[src/rtl/ahb_fifo_read_ser.sv]
// rtl/ahb_fifo_read_ser.sv - JTAG DR serializer draining a FWFT read FIFO into framed TDO bits
//
// Purpose: while the data register is selected and the TAP is in Shift-DR,
// streams fixed-length frames out of TDO, LSB first. A data frame carries
// one popped FIFO word; an all-zero idle frame is sent when nothing is queued.
//
// Data frame layout (bit 0 first on TDO):
//   start=1, rdata[0] .. rdata[DATA_WIDTH-1], [even parity], stop=0
// Idle frame: all zeros (a 0 start bit tells the host "no data").
//
// Build option: define AHB_FIFO_READ_PARITY_EN to insert the parity bit
// (XOR of rdata) before the stop bit; the frame then grows by one bit.
//
// Ports:
//   TCK                  in   sole clock, all state moves on posedge
//   tlr_reset            in   synchronous active-high reset (Test-Logic-Reset)
//   dr_shift             in   TAP is in Shift-DR
//   ahb_fifo_read_select in   this DR is selected by the IR
//   empty                in   read FIFO empty (first-word-fall-through)
//   rdata                in   FIFO head word, valid while empty=0
//   rinc                 out  one-cycle FIFO pop strobe
//   TDO                  out  serial frame bit (shift-register LSB)
//   frames_sent          out  count of completed data frames (wraps)

module ahb_fifo_read_ser #(
    parameter int DATA_WIDTH = 8,
    parameter int CNT_WIDTH  = 16
) (
    input  logic                  TCK,
    input  logic                  tlr_reset,
    input  logic                  dr_shift,
    input  logic                  ahb_fifo_read_select,
    input  logic                  empty,
    input  logic [DATA_WIDTH-1:0] rdata,
    output logic                  rinc,
    output logic                  TDO,
    output logic [CNT_WIDTH-1:0]  frames_sent
);

`ifdef AHB_FIFO_READ_PARITY_EN
    localparam int FL = DATA_WIDTH + 3;
`else
    localparam int FL = DATA_WIDTH + 2;
`endif
    localparam int            CW       = $clog2(FL);
    localparam logic [CW-1:0] LAST_BIT = CW'(FL - 1);

    typedef enum logic [1:0] {
        S_IDLE = 2'd0,
        S_DATA = 2'd1,
        S_FILL = 2'd2
    } state_t;

    state_t                 r_state;
    logic [CW-1:0]          r_cnt;
    logic [FL-1:0]          r_sr;
    logic [CNT_WIDTH-1:0]   r_frames;

    logic                   w_shift;
    logic                   w_last;
    logic                   w_load;
    logic [FL-1:0]          w_frame;

    assign w_shift = dr_shift & ahb_fifo_read_select;

    // The counter is held at 0 in IDLE, so only an active frame can hit its last bit.
    assign w_last  = w_shift && (r_state != S_IDLE) && (r_cnt == LAST_BIT);

    // A data frame is captured from rdata either while parked in IDLE (only when
    // not shifting: a shift request starts an idle frame instead) or on the last
    // bit of any frame.
    assign w_load  = !tlr_reset && !empty &&
                     (((r_state == S_IDLE) && !w_shift) || w_last);

    // The pop strobe coincides with the edge that captures rdata, so the FIFO
    // advances exactly when its head word has been taken.
    assign rinc        = w_load;
    assign TDO         = r_sr[0];
    assign frames_sent = r_frames;

    always_comb begin
        w_frame               = '0;
        w_frame[0]            = 1'b1;
        w_frame[DATA_WIDTH:1] = rdata;
`ifdef AHB_FIFO_READ_PARITY_EN
        w_frame[DATA_WIDTH+1] = ^rdata;
`endif
    end

    always_ff @(posedge TCK) begin
        if (tlr_reset) begin
            r_state  <= S_IDLE;
            r_cnt    <= '0;
            r_sr     <= '0;
            r_frames <= '0;
        end else begin
            case (r_state)
                S_IDLE: begin
                    if (w_shift) begin
                        // Host is already clocking: send an idle frame.
                        r_sr    <= {1'b0, r_sr[FL-1:1]};
                        r_cnt   <= r_cnt + 1'b1;
                        r_state <= S_FILL;
                    end else if (w_load) begin
                        r_sr    <= w_frame;
                        r_state <= S_DATA;
                    end
                end
                default: begin
                    // shift=0 (e.g. Pause-DR) holds everything mid-frame.
                    if (w_shift) begin
                        if (w_last) begin
                            if (r_state == S_DATA) begin
                                r_frames <= r_frames + 1'b1;
                            end
                            r_cnt <= '0;
                            if (w_load) begin
                                r_sr    <= w_frame;
                                r_state <= S_DATA;
                            end else begin
                                r_sr    <= '0;
                                r_state <= S_IDLE;
                            end
                        end else begin
                            r_sr  <= {1'b0, r_sr[FL-1:1]};
                            r_cnt <= r_cnt + 1'b1;
                        end
                    end
                end
            endcase
        end
    end

endmodule
[config.mk]
export PLATFORM = sky130hd
export DESIGN_NAME = ahb_fifo_read_ser
export DESIGN_NICKNAME = d
export VERILOG_FILES = /design/src/rtl/ahb_fifo_read_ser.sv
export SDC_FILE = /design/constraint.sdc
export NUM_CORES = 1
export LEC_CHECK = 0
export CAP_MARGIN = 10
export CORE_ASPECT_RATIO = 0.5
export CORE_MARGIN = 1
export CORE_UTILIZATION = 29
export CTS_CLUSTER_DIAMETER = 120
export DETAILED_ROUTE_END_ITERATION = 8
export PLACE_DENSITY = 0.5
export RECOVER_POWER = 50
export SLEW_MARGIN = 0
export SYNTH_ARGS = -nofsm -noshare
export SYNTH_HDL_FRONTEND = slang
export SYNTH_SLANG_ARGS = --single-unit
[constraint.sdc]
create_clock -name TCK -period 2.6 [get_ports TCK]
set_clock_uncertainty 0.15 [all_clocks]
set_input_delay 0.52 -clock TCK [delete_from_list [all_inputs] [get_ports TCK]]
set_output_delay 0.52 -clock TCK [all_outputs]
set_load 0.03 [all_outputs]
; ---- Word-level counts from Yosys, hierarchy flattened
; Index checks and enable logic that the tools add are counted.
[totals]
word_cells = 43
in_bits = 13
out_inout_bits = 18
regBits = 32
[op_classes]
add_sub_neg = 2
n_reduce_logical = 17
bitwise = 2
muxes = 16
n_eq_ne = 2
[ops]
columns = cell, count
row1 = 2-to-1 mux 10 bit, 5
row2 = adder 16 x 1 -> 16 bit (second input constant), 1
row3 = 2-to-1 mux 4 bit, 4
row4 = 2-to-1 mux 2 bit, 5
row5 = 2-to-1 mux 9 bit, 1
row6 = nonzero test 2 bit, 4
row7 = logical AND 1 bit, 5
row8 = adder 4 x 1 -> 4 bit (second input constant), 1
row9 = equality test 4 bit (second input constant), 1
row10 = AND reduction 4 bit, 1
row11 = logical NOT 1 bit, 3
row12 = AND reduction 3 bit, 1
row13 = equality test 2 x 1 -> 1 bit (second input constant), 1
row14 = logical NOT 2 bit, 1
row15 = AND reduction 2 bit, 1
row16 = bitwise AND 1 bit, 1
row17 = logical OR 1 bit, 1
row18 = 2-to-1 mux 1 bit, 1
row19 = NOT 1 bit, 1

; ---- Longest topological paths before layout
; Gate-level depths: netlist of run 1.
[depth]
ltp_word = 9
ltp_mapped = 8
mapped_depth_nobuf = 6

; ---- Worst setup path before layout of run 1
; Ideal clock, no wire load.
[synth_path]
path_type = register to output
startpoint = reg r_cnt[0]
endpoint = out rinc
path_stages_with_launch = 6
path_buffers = 1
slack_ps = 20
t_arrival_ps = 1910
cell_sequence = dfxtp_1 > ha_1 > and3b_1 > clkbuf_1 > nand3_1 > a21boi_0
[synth_between]
elab_chain_len = 4
[synth_lines]
columns = element, line
row1 = from (decl), 55  ; logic [CW-1:0] r_cnt;
row2 = from (signal assigned), 102  ; r_cnt <= r_cnt + 1'b1;
row3 = from (signal assigned), 126  ; r_cnt <= r_cnt + 1'b1;
row4 = equality test 4 bit, 67  ; assign w_last = w_shift && (r_state != S_IDLE) && (r_cnt == LAST_BIT);
row5 = logical AND 1 bit, 67
row6 = logical OR 1 bit, 73  ; (((r_state == S_IDLE) && !w_shift) || w_last);
row7 = logical AND 1 bit, 72  ; assign w_load = !tlr_reset && !empty &&
row8 = to (decl), 35  ; output logic rinc,
; No other way between the ends.

; ---- Worst setup path after layout of run 1
[layout_path]
startpoint = in ahb_fifo_read_select
endpoint = out rinc
[layout_between]
elab_chain_len = 5
word_cells_on_any_way = 7
classes_between = bitwise: 1 / reduce/logical: 6
[layout_lines]
columns = element, line
row1 = from (decl), 32  ; input logic ahb_fifo_read_select,
row2 = bitwise AND 1 bit (*), 64  ; assign w_shift = dr_shift & ahb_fifo_read_select;
row3 = logical NOT 1 bit or logical AND 1 bit (tied branches), "73, 67"
row4 = "logical AND 1 bit, on equally long branches", "73, 67"
row5 = logical OR 1 bit (*), 73
row6 = logical AND 1 bit (*), 72
; Mark *: on every way between the ends. The rest lies on a longest branch, timed or not.

==> metrics.md, run 1 <==
| Metric | Value |
|---|---|
| Fin. Hold Viols | 0 |
| Ys Warns | 0 |
| Total Routing Usage GR | 14.2% |
| Syn nets | between 150 and 200 |
| Pre-CTS WS | -0.0890 ns |
| Share of post-route cells with drive strength above 1 | 8.52% |
| Post-synthesis register bit count | 31 |
| Critical path, cell by cell | clkdlybuf4s50_1 -> and2_0 -> nand3_1 -> a21boi_1 -> buf_4 |
| Tmin final | 2.43 ns |
| Latest clock arrival within the worst-skew pair | 0.28 ns |
| 1st-iter DRT viols | 62 |
| Vias in the first global route | around 1,200 |
| Final setup violation count | 0 |
| Post-CTS sizing | 0 |
| PwrDens | 514 mW/mm^2 |
| Drt first pass iters | 4 |
| Remaining Overflow, GRT | 0 |
| Via/cell ratio | 4.85 |
| Reg clk slew, reported paths | 0.07 ns |
| DIE HEIGHT | approximately 53 um |
| Post-synth EDFFs | 0 |
| Status | finished, final reports clean |
| Worst path slowest cell | clkdlybuf4s50_1 |
| CTS Hold Bufs | 0 |
| Critical path class | primary input to output pin |
| Max Clock Freq | just over 400 MHz |
| PortBufs | 30 |
| Avg Cell Area, Syn | 8.19 um^2 |
| Startpoint Class | primary input |
| Rel. slew slack | 57.9% |
| Final period util | 93.4% |
| CTS Buf Count | 5 |
| # Post-CTS Setup Buffers | 0 |
| Area after DPL | 0.00193 mm^2 |
| Post-layout util | 40.5% |
| Pleak | 0.751 nW |
| Initial antenna violation count | 0 |
| Routed Antenna Nets | 0 |
| Library cells used by synthesis | 40 |
| Post-route setup TNS | 0 ns |
| Die ar. | 0.00545 mm^2 |
| Residual DRC count | 0 |
| GRT met1 Usage | 18.7% |
| CP peak stage delay | 0.53 ns |
| DP HPWL | around 2600 um |
| Final Max Slew Viols | 0 |
| RSZ-0062 raised after global routing | false |
| Slew at the pin with the worst max-slew slack | 0.631 ns |
| Root Buffer | clkbuf_8 |
| M2 GR Usage | 22.1% |
| Fin cells | between 200 and 300 |
| Max-cap violations | 0 |
| Clock Sinks | 31 |
| Critical path peak fanout | 5 |
| Chip width | a little over 100 um |
| Maximum resistive drop on vdd | ~0.17 mV |
| Initial core utilization | 30.2% |
| Register area share after synthesis | 41.6% |
| Drt wl/cell | 12.5 um |
| Post-Syn Instances | 182 |
| N_diodes | 0 |
| Ys flop type | dfxtp_1 |
| Most used routing layer | met2 |
| Commonest non-fill, non-tap cells in the layout | dfxtp_1, nor2_1, nand2_1 |
| Async SR Flop Fraction | 0% |
| Io pins | 31 |
| Worst Path Arrival | roughly 1.8 ns |
| First-pass GRT wire length | approximately 5800 um |
| WL final | 3660 um |
| Worst Hold Class | register to register |
| CP endpoint kind | output pin |
| Cell Area, Synth | 0.00149 mm^2 |
| Clock tree buffer depth | 2 |
| FILL cells | ~500 |
| Final RePlAce weighted congestion | 0.678 |
| H-tree depth | 2 |
| Fin nets | 238 |
| WP data required | 1.93 ns |
| Commonest non-fill, non-tap cell in the layout | dfxtp_1 |
| Core area | 0.00493 mm^2 |
| Setup WS post-layout | around 0.17 ns |
| TritonCTS clock tree | yes |
| Grt met3 use | 4.40% |
| Cell count after placement | 285 |
| Area added between synthesis and finish | 34.1% |
| Fin area | 0.00200 mm^2 |
| Via count | 1,422 |
| Row Count | 18 |
| Largest net degree at the start of global routing | 32 |
## path summary, 6_finish.rpt
check | from | to | slack (ns) | depth (start not counted)
worst min-delay path | r_sr[1] | r_sr[0] | 0.32 | 2
worst max-delay path | ahb_fifo_read_select | rinc | 0.17 | 5
worst max register to register | r_cnt[0] | frames_sent[15] | 0.30 | 5
worst min register to register | r_sr[1] | r_sr[0] | 0.32 | 2
## layout make-up
| type | count | area (um^2) | area share (%) |
|---|---|---|---|
| Multi-Input combinational cell | 136 | 798 | 39.9 |
| Timing Repair Buffer | 41 | 367 | 18.3 |
| Clock buffer | 8 | 100 | 5.01 |
| Inverter | 7 | 26.3 | 1.31 |
| Sequential cell | 31 | 621 | 31.0 |
| Tap cell | 70 | 87.6 | 4.38 |
## state kept, by name, summed over array words and instances (netlist names)
register     cells
r_sr             9
frames_sent     16
r_cnt            4
r_state          2
## cell usage after synthesis, types with 2 or more instances
library cell | number | area share, %
dfxtp_1 | 31 | 42
or3_1 | 4 | 1.7
clkbuf_1 | 7 | 1.8
a2111oi_0 | 7 | 4.1
nand2_1 | 24 | 6.0
or4_1 | 5 | 2.5
a21oi_1 | 15 | 5.0
inv_1 | 7 | 1.8
nor2_1 | 27 | 6.8
ha_1 | 3 | 2.5
o211ai_1 | 3 | 1.5
xnor2_1 | 6 | 3.5
o21ai_0 | 4 | 1.3
nand3_1 | 9 | 3.0
and4_1 | 2 | 1.2
and4b_1 | 2 | 1.3
nand4_1 | 3 | 1.3
## cell families after synthesis
logic type               synth area share, %
flip-flops                              41.6
AO/OA/AOI/OAI                           17.4
buffers and inverters                   3.86
multiplexers                           0.755
XOR/XNOR                                4.11
AND/OR/NAND/NOR                         29.8
adder cells (fa/ha/maj)                 2.52
## critical path, delay by kind of cell
| family | cells | cell delay, ns |
|---|---|---|
| compound gates | 1 | 0.22 |
| buf+inv | 2 | 0.73 |
| simple gates | 2 | 0.28 |
## metrics by stage
| step | power, W | hold slack [ns] |
|---|---|---|
| 2_1_floorplan | 0.000569 | 0.292 |
| 3_3_place_gp | 0.000616 | 0.304 |
| 3_5_place_dp | 0.000618 | 0.305 |
| 4_1_cts | 0.00105 | 0.316 |
| 5_1_grt | 0.00108 | 0.332 |
| 6_report | 0.00103 | 0.316 |
## power breakdown
group | switching (W) | total [W] | internal [W]
Combinational | 0.0000514 | 0.0000972 | 0.0000458
Clock | 0.000186 | 0.000428 | 0.000242
Sequential | 0.0000117 | 0.000503 | 0.000492
## metal layers
metal | routed length (um) | up-vias
met5 | 0 | -
met4 | 38 | 0
met3 | 125 | 5
met2 | 1570 | 24
met1 | 1930 | 658
li1 | - | 735
Power figures use the tool's default switching activity.
==> run 2, diff against run 1 <==
--- a/config.mk
+++ b/config.mk
@@ -14,4 +14,5 @@
 export PLACE_DENSITY = 0.5
 export RECOVER_POWER = 50
+export SKIP_LAST_GASP = 1
 export SLEW_MARGIN = 0
 export SYNTH_ARGS = -nofsm -noshare
==> constraint.sdc (replaced) <==
create_clock -name TCK -period 2.6 [get_ports TCK]
set_clock_uncertainty 0.15 [all_clocks]
set_input_delay 0.65 -clock TCK [delete_from_list [all_inputs] [get_ports TCK]]
set_output_delay 0.65 -clock TCK [all_outputs]
set_load 0.03 [all_outputs]
==> metrics.md, run 2 (synthesis results as in run 1) <==
| Metric | Value |
|---|---|
| Maximum resistive drop on vdd | 0.173 mV |
| Worst Path Arrival | 1.64 ns |
| Via/cell ratio | between 4 and 5 |
| Final Max Slew Viols | 0 |
| Fin. Hold Viols | 0 |
| Area added between synthesis and finish | 33.1% |
| CP peak stage delay | 0.40 ns |
| Final period util | 94.0% |
| Commonest non-fill, non-tap cell in the layout | dfxtp_1 |
| Startpoint Class | register |
| First-pass GRT wire length | 5820 um |
| Post-CTS sizing | 4 |
| TritonCTS clock tree | yes |
| Drt wl/cell | ~13 um |
| Slew at the pin with the worst max-slew slack | between 0.6 and 0.7 ns |
| Pre-CTS WS | -0.200 ns |
| Critical path class | register to output pin |
| Io pins | 31 |
| Die ar. | 0.00545 mm^2 |
| R2R Path Start | r_cnt[0] |
| Largest net degree at the start of global routing | 32 |
| Critical path, cell by cell | ha_1 -> and3b_1 -> nand3_1 -> a21boi_2 -> buf_6 |
| RR Endpoint | frames_sent[15] |
| Remaining Overflow, GRT | 0 |
| Core area | 0.00493 mm^2 |
| PwrDens | 487 mW/mm^2 |
| Chip width | 103 um |
| DP HPWL | 2600 um |
| Rel. slew slack | 58.2% |
| 1st-iter DRT viols | 46 |
| Sequential Area | 621 um^2 |
| Pleak | 0.735 nW |
| Clock Sinks | 31 |
| Drt first pass iters | 4 |
| RSZ-0062 raised after global routing | false |
| Max Clock Freq | around 410 MHz |
| Reg clk slew, reported paths | 0.07 ns |
| Crit path max-delay family | flip-flops |
| Critical path peak fanout | 5 |
| PortBufs | 30 |
| FILL cells | 497 |
| Total Routing Usage GR | around 14% |
| Clock tree buffer depth | 2 |
| DIE HEIGHT | between 50 and 60 um |
| Vias in the first global route | 1,263 |
| CTS Hold Bufs | 0 |
| Share of post-route cells with drive strength above 1 | 8.52% |
| Hold depth | 2 |
| Commonest non-fill, non-tap cells in the layout | dfxtp_1, nor2_1, nand2_1 |
| CTS Buf Count | 5 |
| Final setup violation count | 0 |
| R2r setup slk | 0.31 ns |
| Routed Antenna Nets | 0 |
| Fin nets | about 240 |
| Row Count | 18 |
| Hold wc startpoint | r_sr[1] |
| Max-cap violations | 0 |
| Area of the multi-input gates | 802 um^2 |
| Residual DRC count | 0 |
| N_diodes | 0 |
| Worst Hold Class | register to register |
| Post-route setup TNS | 0 ns |
| Initial core utilization | slightly above 30% |
| Status | finished, final reports clean |
| CP endpoint kind | output pin |
| Setup WS post-layout | 0.156 ns |
| R2R cell count | 5 |
| Via count | 1,431 |
| Total power | 0.000967 W |
| Final RePlAce weighted congestion | approximately 0.73 |
| Max reg flops | 16 |
| Latest clock arrival within the worst-skew pair | 0.28 ns |
| # Post-CTS Setup Buffers | 0 |
| Tmin final | roughly 2.4 ns |
| WL final | 3670 um |
| Root Buffer | clkbuf_8 |
| Hold endpoint | r_sr[0] |
| Worst path slowest cell | dfxtp_1 |
| Initial antenna violation count | 0 |
| H-tree depth | 2 |
| Worst path bufs/invs | 1 |
| WP data required | 1.80 ns |
## run 2: cell types whose count changed in the layout (fill, tap and decap cells not counted), moves of 2 or more
cell / delta
dlygate4sd3_1: -3
clkbuf_8: -2
dlygate4sd2_1: +2
buf_4: -2
## run 2: area by class of cell
cell class	instances	share of cell area, %
timing repair buffer	41	18.5
clock buffer	7	3.84
inverter	7	1.32
clock inverter	1	0.252
sequential	31	31.3
multi-input combinational	136	40.4
tap	70	4.41
## run 2: worst register-to-register path: cells and delay by family (launching register included)
kind / cells / cell delay [ns]
flip-flops: 1 / 0.40
AO/OA/AOI/OAI: 1 / 0.15
adder cells (fa/ha/maj): 1 / 0.21
AND/OR/NAND/NOR: 3 / 1.30
## run 2: worst max path at each step
stage / from / to / slack, ns / cells past startpoint
floorplan: r_cnt[0] / rinc / 0.14 / 5
global placement: ahb_fifo_read_select / frames_sent[15] / -0.16 / 5
detailed placement: ahb_fifo_read_select / frames_sent[15] / -0.20 / 5
CTS: r_cnt[0] / rinc / 0.12 / 5
global route: r_cnt[0] / rinc / 0.07 / 5
finish: r_cnt[0] / rinc / 0.16 / 5
## run 2: metrics by stage
stage | hold slack [ns] | instance area (um^2) | std cells | utilization (%)
2_1_floorplan | 0.292 | 1490 | 182 | -
3_3_place_gp | 0.305 | 1930 | 285 | 39.1
3_5_place_dp | 0.309 | 1930 | 285 | 39.1
4_1_cts | 0.318 | 2010 | 293 | 40.8
5_1_grt | 0.328 | 1990 | 293 | 40.3
6_report | 0.319 | 1990 | 293 | 40.3
## run 2: power breakdown
part / internal [W] / switching, W
Combinational: 0.0000457 / 0.0000527
Clock: 0.000188 / 0.000178
Sequential: 0.000492 / 0.0000112
Total: 0.000725 / 0.000242
## run 2: metal layers
metal  routed length [um]  up-vias  GRT usage [%]
met2                 1610       25           22.4
met1                 1920      668           19.0
met5                    0        -              0
met4                   14        0           5.87
met3                  126        2           4.00
li1                     -      736              -
==> run 3, diff against run 2 <==
CAP_MARGIN = not set   (was 10)
==> results of run 3 <==
Same layout as run 2: the final DEF is identical, and so are final timing and power.
